**src/rtl/uart_tx_sched.sv**
```systemverilog
// Two-requester byte scheduler that feeds a Wishbone UART: polls STATUS for
// TX-ready, then writes each byte to DATA, with packet locking and ack timeout.
module uart_tx_sched #(
  parameter logic [7:0] UART_DATA_ADDR = 8'h00,
  parameter logic [7:0] UART_STAT_ADDR = 8'h04,
  parameter int         TX_RDY_BIT     = 1,
  parameter int         ACK_TIMEOUT    = 16
) (
  input  logic        clk,
  input  logic        rst_n,
  input  logic        req0_valid,
  input  logic [7:0]  req0_data,
  input  logic        req0_last,
  output logic        req0_ready,
  input  logic        req1_valid,
  input  logic [7:0]  req1_data,
  input  logic        req1_last,
  output logic        req1_ready,
  output logic [7:0]  wbm_addr,
  output logic [31:0] wbm_dat_o,
  input  logic [31:0] wbm_dat_i,
  output logic        wbm_we,
  output logic [3:0]  wbm_sel,
  output logic        wbm_stb,
  input  logic        wbm_ack,
  output logic        busy,
  output logic        grant_id,
  output logic        err,
  input  logic        err_clr,
  output logic [15:0] tx_count
);

  localparam int TMO_W = $clog2(ACK_TIMEOUT) + 1;

  typedef enum logic [2:0] {S_IDLE, S_FETCH, S_POLL, S_WRITE, S_GAP} state_t;

  state_t            r_state;
  state_t            r_gap_next;
  logic              r_grant;
  logic              r_prio;
  logic              r_stb;
  logic              r_we;
  logic [3:0]        r_sel;
  logic [7:0]        r_addr;
  logic [31:0]       r_dat_o;
  logic [7:0]        r_byte;
  logic              r_last;
  logic              r_err;
  logic [15:0]       r_tx_count;
  logic [TMO_W-1:0]  r_tmo;

  logic       w_in_bus;
  logic       w_ack;
  logic       w_timeout;
  logic       w_hs0;
  logic       w_hs1;
  logic [7:0] w_req_data;
  logic       w_req_last;
  logic       w_unused;

  // Only the ack cycle of a live strobe counts; everything else on the bus is ignored.
  assign w_in_bus   = ((r_state == S_POLL) || (r_state == S_WRITE)) && r_stb;
  assign w_ack      = w_in_bus && wbm_ack;
  assign w_timeout  = w_in_bus && !wbm_ack && (r_tmo == TMO_W'(ACK_TIMEOUT - 1));
  assign w_hs0      = (r_state == S_FETCH) && !r_grant && req0_valid;
  assign w_hs1      = (r_state == S_FETCH) &&  r_grant && req1_valid;
  assign w_req_data = r_grant ? req1_data : req0_data;
  assign w_req_last = r_grant ? req1_last : req0_last;
  assign w_unused   = ^wbm_dat_i;

  assign req0_ready = w_hs0;
  assign req1_ready = w_hs1;
  assign wbm_addr   = r_addr;
  assign wbm_dat_o  = r_dat_o;
  assign wbm_we     = r_we;
  assign wbm_sel    = r_sel;
  assign wbm_stb    = r_stb;
  assign busy       = (r_state != S_IDLE);
  assign grant_id   = r_grant;
  assign err        = r_err;
  assign tx_count   = r_tx_count;

  always_ff @(posedge clk or negedge rst_n) begin
    if (!rst_n) begin
      r_state    <= S_IDLE;
      r_gap_next <= S_IDLE;
      r_grant    <= 1'b0;
      r_prio     <= 1'b0;
      r_stb      <= 1'b0;
      r_we       <= 1'b0;
      r_sel      <= 4'h0;
      r_addr     <= 8'h00;
      r_dat_o    <= 32'h0;
      r_byte     <= 8'h00;
      r_last     <= 1'b0;
      r_err      <= 1'b0;
      r_tx_count <= 16'h0;
      r_tmo      <= '0;
    end else begin
      // A timeout in the same cycle as err_clr leaves err set.
      if (w_timeout)
        r_err <= 1'b1;
      else if (err_clr)
        r_err <= 1'b0;

      if (w_in_bus && !wbm_ack && !w_timeout)
        r_tmo <= r_tmo + TMO_W'(1);

      case (r_state)
        S_IDLE: begin
          if (req0_valid || req1_valid) begin
            if (r_prio)
              r_grant <= req1_valid ? 1'b1 : 1'b0;
            else
              r_grant <= req0_valid ? 1'b0 : 1'b1;
            r_state <= S_FETCH;
          end
        end

        S_FETCH: begin
          if (w_hs0 || w_hs1) begin
            r_byte  <= w_req_data;
            r_last  <= w_req_last;
            r_stb   <= 1'b1;
            r_we    <= 1'b0;
            r_addr  <= UART_STAT_ADDR;
            r_sel   <= 4'hF;
            r_tmo   <= '0;
            r_state <= S_POLL;
          end
        end

        S_POLL: begin
          if (w_timeout) begin
            r_stb   <= 1'b0;
            r_sel   <= 4'h0;
            r_prio  <= ~r_grant;
            r_state <= S_IDLE;
          end else if (w_ack) begin
            r_stb <= 1'b0;
            r_sel <= 4'h0;
            // WRITE opens with stb low, which doubles as the bus gap.
            if (wbm_dat_i[TX_RDY_BIT]) begin
              r_state <= S_WRITE;
            end else begin
              r_state    <= S_GAP;
              r_gap_next <= S_POLL;
            end
          end
        end

        S_WRITE: begin
          if (!r_stb) begin
            r_stb   <= 1'b1;
            r_we    <= 1'b1;
            r_addr  <= UART_DATA_ADDR;
            r_sel   <= 4'hF;
            r_dat_o <= {24'h0, r_byte};
            r_tmo   <= '0;
          end else if (w_timeout) begin
            r_stb   <= 1'b0;
            r_we    <= 1'b0;
            r_sel   <= 4'h0;
            r_prio  <= ~r_grant;
            r_state <= S_IDLE;
          end else if (w_ack) begin
            r_stb      <= 1'b0;
            r_we       <= 1'b0;
            r_sel      <= 4'h0;
            r_tx_count <= r_tx_count + 16'd1;
            r_state    <= S_GAP;
            if (r_last) begin
              r_prio     <= ~r_grant;
              r_gap_next <= S_IDLE;
            end else begin
              r_gap_next <= S_FETCH;
            end
          end
        end

        S_GAP: begin
          r_state <= r_gap_next;
          if (r_gap_next == S_POLL) begin
            r_stb  <= 1'b1;
            r_we   <= 1'b0;
            r_addr <= UART_STAT_ADDR;
            r_sel  <= 4'hF;
            r_tmo  <= '0;
          end
        end

        default: r_state <= S_IDLE;
      endcase
    end
  end

endmodule

```
**config.mk**
```make
export PLATFORM = sky130hd
export DESIGN_NAME = uart_tx_sched
export DESIGN_NICKNAME = d
export VERILOG_FILES = /design/src/rtl/uart_tx_sched.sv
export SDC_FILE = /design/constraint.sdc
export NUM_CORES = 1
export LEC_CHECK = 0
export CAP_MARGIN = 10
export CELL_PAD_IN_SITES_DETAIL_PLACEMENT = 0
export CELL_PAD_IN_SITES_GLOBAL_PLACEMENT = 1
export CORE_UTILIZATION = 34
export DETAILED_ROUTE_END_ITERATION = 6
export GPL_ROUTABILITY_DRIVEN = 0
export PLACE_DENSITY_LB_ADDON = 0.15
export SETUP_SLACK_MARGIN = 0.2
export SLEW_MARGIN = 20
export SYNTH_ARGS = -nofsm -noshare
export SYNTH_HDL_FRONTEND = slang
export SYNTH_SLANG_ARGS = --single-unit
```
**constraint.sdc**
```tcl
create_clock -name clk -period 3.9 [get_ports clk]
set_clock_uncertainty 0.05 [all_clocks]
set_input_delay 0.585 -clock clk [delete_from_list [all_inputs] [get_ports clk]]
set_output_delay 0.585 -clock clk [all_outputs]
set_load 0.01 [all_outputs]
```
==> impl_metrics.csv <==
group,metric,value,unit
outcome,run_status,"completed",
power,p_leak,1.487,nW
synth,synth_top_family_by_area,"simple AND/OR/NAND/NOR gates",
synth,synth-simple-area-share,0.1575,
placement,placedCellCount,408,
detailed_routing,ant_nets,0,
timing,relSlewSlack,0.5543,
detailed_routing,drt-initial-drc-count,70,
floorplanning,start_util,0.3539,
detailed_routing,drcViolationCount,0,
clock_network,clkSlewWorstSetupHoldPaths,0.10,ns
timing,fin_crit,2.681,ns
synth,yosysSeqAreaShare,0.4825,
clock_network,cts_resized,0,
cells_and_area,register_area,1326,um^2
min_path,min_path_type,"in -> async",
synth,avgSynthCellArea,10.82,um^2
power,internal_power,0.001295,W
floorplanning,die_x,91.92,um
floorplanning,ios,123,
synth,netlist-cell-type-count,43,
cells_and_area,multi_input_area,1210,um^2
timing,finalCritPeriodShare,0.6875,
setup_path,cp_max_fo,6,
floorplanning,core,7767,um^2
synth,synth-main-ff-cell,"dfrtp_1",
synth,yosys.area.top_type,"dfrtp_1",
global_routing,grt_usage,0.1317,
setup_path,r2r_cells,7,
cells_and_area,area_growth,23.26,%
global_routing,antenna_found_initial,0,
floorplanning,die_area,8448,um^2
synth,synth_mux_area_frac,0.09240,
cells_and_area,num-fill-cells,799,
synth,synthXorXnorAreaFrac,0.05735,
clock_network,cts_setup_buffers,0,
clock_network,clockBufferDepth,2,
timing,setup_tns,0,ns
timing,setup_viol,0,
power,switching_share,0.3652,
synth,synth_most_common_cell,"dfrtp_1",
power,seqPwrFrac,0.432,
cells_and_area,fin_area,3388,um^2
synth,async_flop_share,1.000,
job,drv_cap,0,
global_routing,grt_pass1_vias,1781,
clock_network,hold_buffers,0,
setup_path,endpoint_kind,"primary output",
detailed_routing,num_vias,1901,
setup_path,crit_end,"req0_ready",
global_routing,grt_pass1_wl,8859,um
power,clockPowerShare,0.153,
detailed_routing,drtPass1Iterations,4,
power,cellPowerDensity,602.2,nW/um^2
synth,synth_edf_count,0,
timing,drv_slew,0,
power,fin_total_pwr,0.002040,W
detailed_routing,via_per_inst,4.570,
setup_path,r2r_start,"r_tmo[0]$_DFF_PN0_",
clock_network,cts_buffers,5,
setup_path,critical_path_class,"in -> out",
clock_network,cts_tree,"yes",
synth,synth_compound_area_frac,0.07692,
cells_and_area,drive_gt1_frac,0.1051,
global_routing,gr-total-overflow,0,
placement,place_area,3304,um^2
timing,rsz0062_at_grt,"false",
setup_path,r2r_end,"r_tmo[1]$_DFF_PN0_",
clock_network,cts_htree_levels,2,
setup_path,r2r_setup_slack,1.65,ns
floorplanning,die_y,91.92,um
timing,hold_viol_final,0,
synth,netlist_instances,254,
setup_path,crit_start,"req0_valid",
clock_network,root_buffer,"clkbuf_8",
placement,port_buffers,60,
power,p_comb_frac,0.416,
detailed_routing,post_drt_wl_per_cell,12.64,um
placement,dp_hpwl,3867,um
synth,synthAdderAreaFrac,0.01365,
synth,netlist_area,2749,um^2
floorplanning,rows,32,
power,p_sw,0.0007452,W
global_routing,grt_max_degree,30,
synth,synth_top_area_share,0.4825,
synth,synth.ff_latch_count,53,
clock_network,clk_latency,0.31,ns
setup_path,critPathArrivalTime,2.05,ns
cells_and_area,fin_cells,416,
synth,yosys-top-cells-area,"dfrtp_1 48%, buf_4 8.5%, mux2i_1 4.7%",
timing,clock.fmax,372.9,MHz
synth,synth_commonest_cells,"53 x dfrtp_1, 31 x buf_4, 24 x nor2_1, 13 x mux2i_1, 13 x xnor2_1",
setup_path,crit_required,3.26,ns
timing,tightest_slew,0.6664,ns
setup_path,critPathLaunchType,"input port",
detailed_routing,wirelength,5257,um
power,ir_drop,0.2407,mV
cells_and_area,diodes,0,
cells_and_area,fin_util,0.4362,
clock_network,clock-sinks,53,
cells_and_area,nets,372,
synth,ys.warnings.count,0,
[cells by family (layout without fill, tap and decap cells)]
group	Yosys count	in the layout
adders and majority gates	3	3
and+or+nand+nor	74	74
other	1	31
AOI/OAI and AO/OA	33	33
muxes	24	24
xor gates and xnor gates	18	18
DFF	53	53
buffers and inverters	48	78
[metrics by stage]
step	hold WS [ns]	worst slack, ns
6_report	0.1957	1.219
5_1_grt	0.2428	1.090
4_1_cts	0.2134	1.167
3_5_place_dp	0.4157	1.192
3_3_place_gp	0.4081	1.150
2_1_floorplan	0.2394	1.870
[placed cells by master, fill, tap and decap left out, types with 2 or more instances in the layout]
master,instances
inv_1,8
mux2_2,11
o211ai_1,3
clkbuf_8,5
o21ai_0,2
nor3_1,6
clkdlybuf4s50_1,59
nand2_2,2
mux2i_1,13
and3_1,3
and2b_2,2
xor2_1,5
or2_2,2
nor4_4,2
a31oi_1,3
nor2_1,24
buf_4,2
ha_1,3
clkbuf_1,2
nand2_1,11
a21o_1,4
nand4_1,3
xnor2_1,13
and4_1,3
a21oi_1,12
dfrtp_1,53
conb_1,31
o22ai_1,3
or3_4,2
nand3_1,7
[flip-flops by register name, indices dropped and copies added, names as in the netlist, 2 cells and up]
| register | cells |
|---|---|
| r_tmo | 5 |
| r_byte | 8 |
| tx_count | 16 |
| wbm_sel | 4 |
| wbm_dat_o | 8 |
| r_gap_next | 2 |
| r_state | 3 |
[cell type report]
cell class | instances | area share
well taps | 102 | 0.03767
clock buffers | 7 | 0.02253
flip-flops and latches | 53 | 0.3914
repair buffers | 62 | 0.1802
clock inverters | 1 | 0.002216
multi-input cells | 183 | 0.3571
inverters | 8 | 0.008863
[power groups by stage]
| stage | registers, W | logic, W | clock network, W |
|---|---|---|---|
| 5_1_grt | 0.000909 | 0.000943 | 0.000346 |
| 2_1_floorplan | 0.000873 | 0.000576 | 0 |
| 6_report | 0.000881 | 0.000848 | 0.000312 |
| 3_3_place_gp | 0.000891 | 0.000858 | 0 |
| 4_1_cts | 0.000883 | 0.000866 | 0.000324 |
| 3_5_place_dp | 0.000894 | 0.000864 | 0 |
[per-layer routing]
| layer | up-vias | part of all wire | global-route usage |
|---|---|---|---|
| met5 | - | 0 | 0 |
| met4 | 0 | 0.0080 | 0.03125 |
| met3 | 5 | 0.048 | 0.03234 |
| met2 | 57 | 0.46 | 0.2058 |
| met1 | 911 | 0.49 | 0.1831 |
| li1 | 928 | - | - |
[critical path: stages]
cell             delay (ns)
clkdlybuf4s50_1        0.56
nor4b_1                0.30
clkdlybuf4s50_1        0.60
[worst min path at each step]
| stage | to | slack (ns) | from | depth (start not counted) |
|---|---|---|---|---|
| finish | wbm_sel[1]$_DFFE_PN0P_ | 0.20 | rst_n | 1 |
| global route | wbm_sel[1]$_DFFE_PN0P_ | 0.24 | rst_n | 1 |
| CTS | wbm_sel[1]$_DFFE_PN0P_ | 0.21 | rst_n | 1 |
| detailed placement | tx_count[15]$_DFFE_PN0P_ | 0.42 | tx_count[15]$_DFFE_PN0P_ | 1 |
| global placement | wbm_sel[2]$_DFFE_PN0P_ | 0.41 | wbm_sel[2]$_DFFE_PN0P_ | 1 |
| floorplan | err$_DFFE_PN0P_ | 0.24 | rst_n | 0 |
Power figures use the tool's default switching activity.
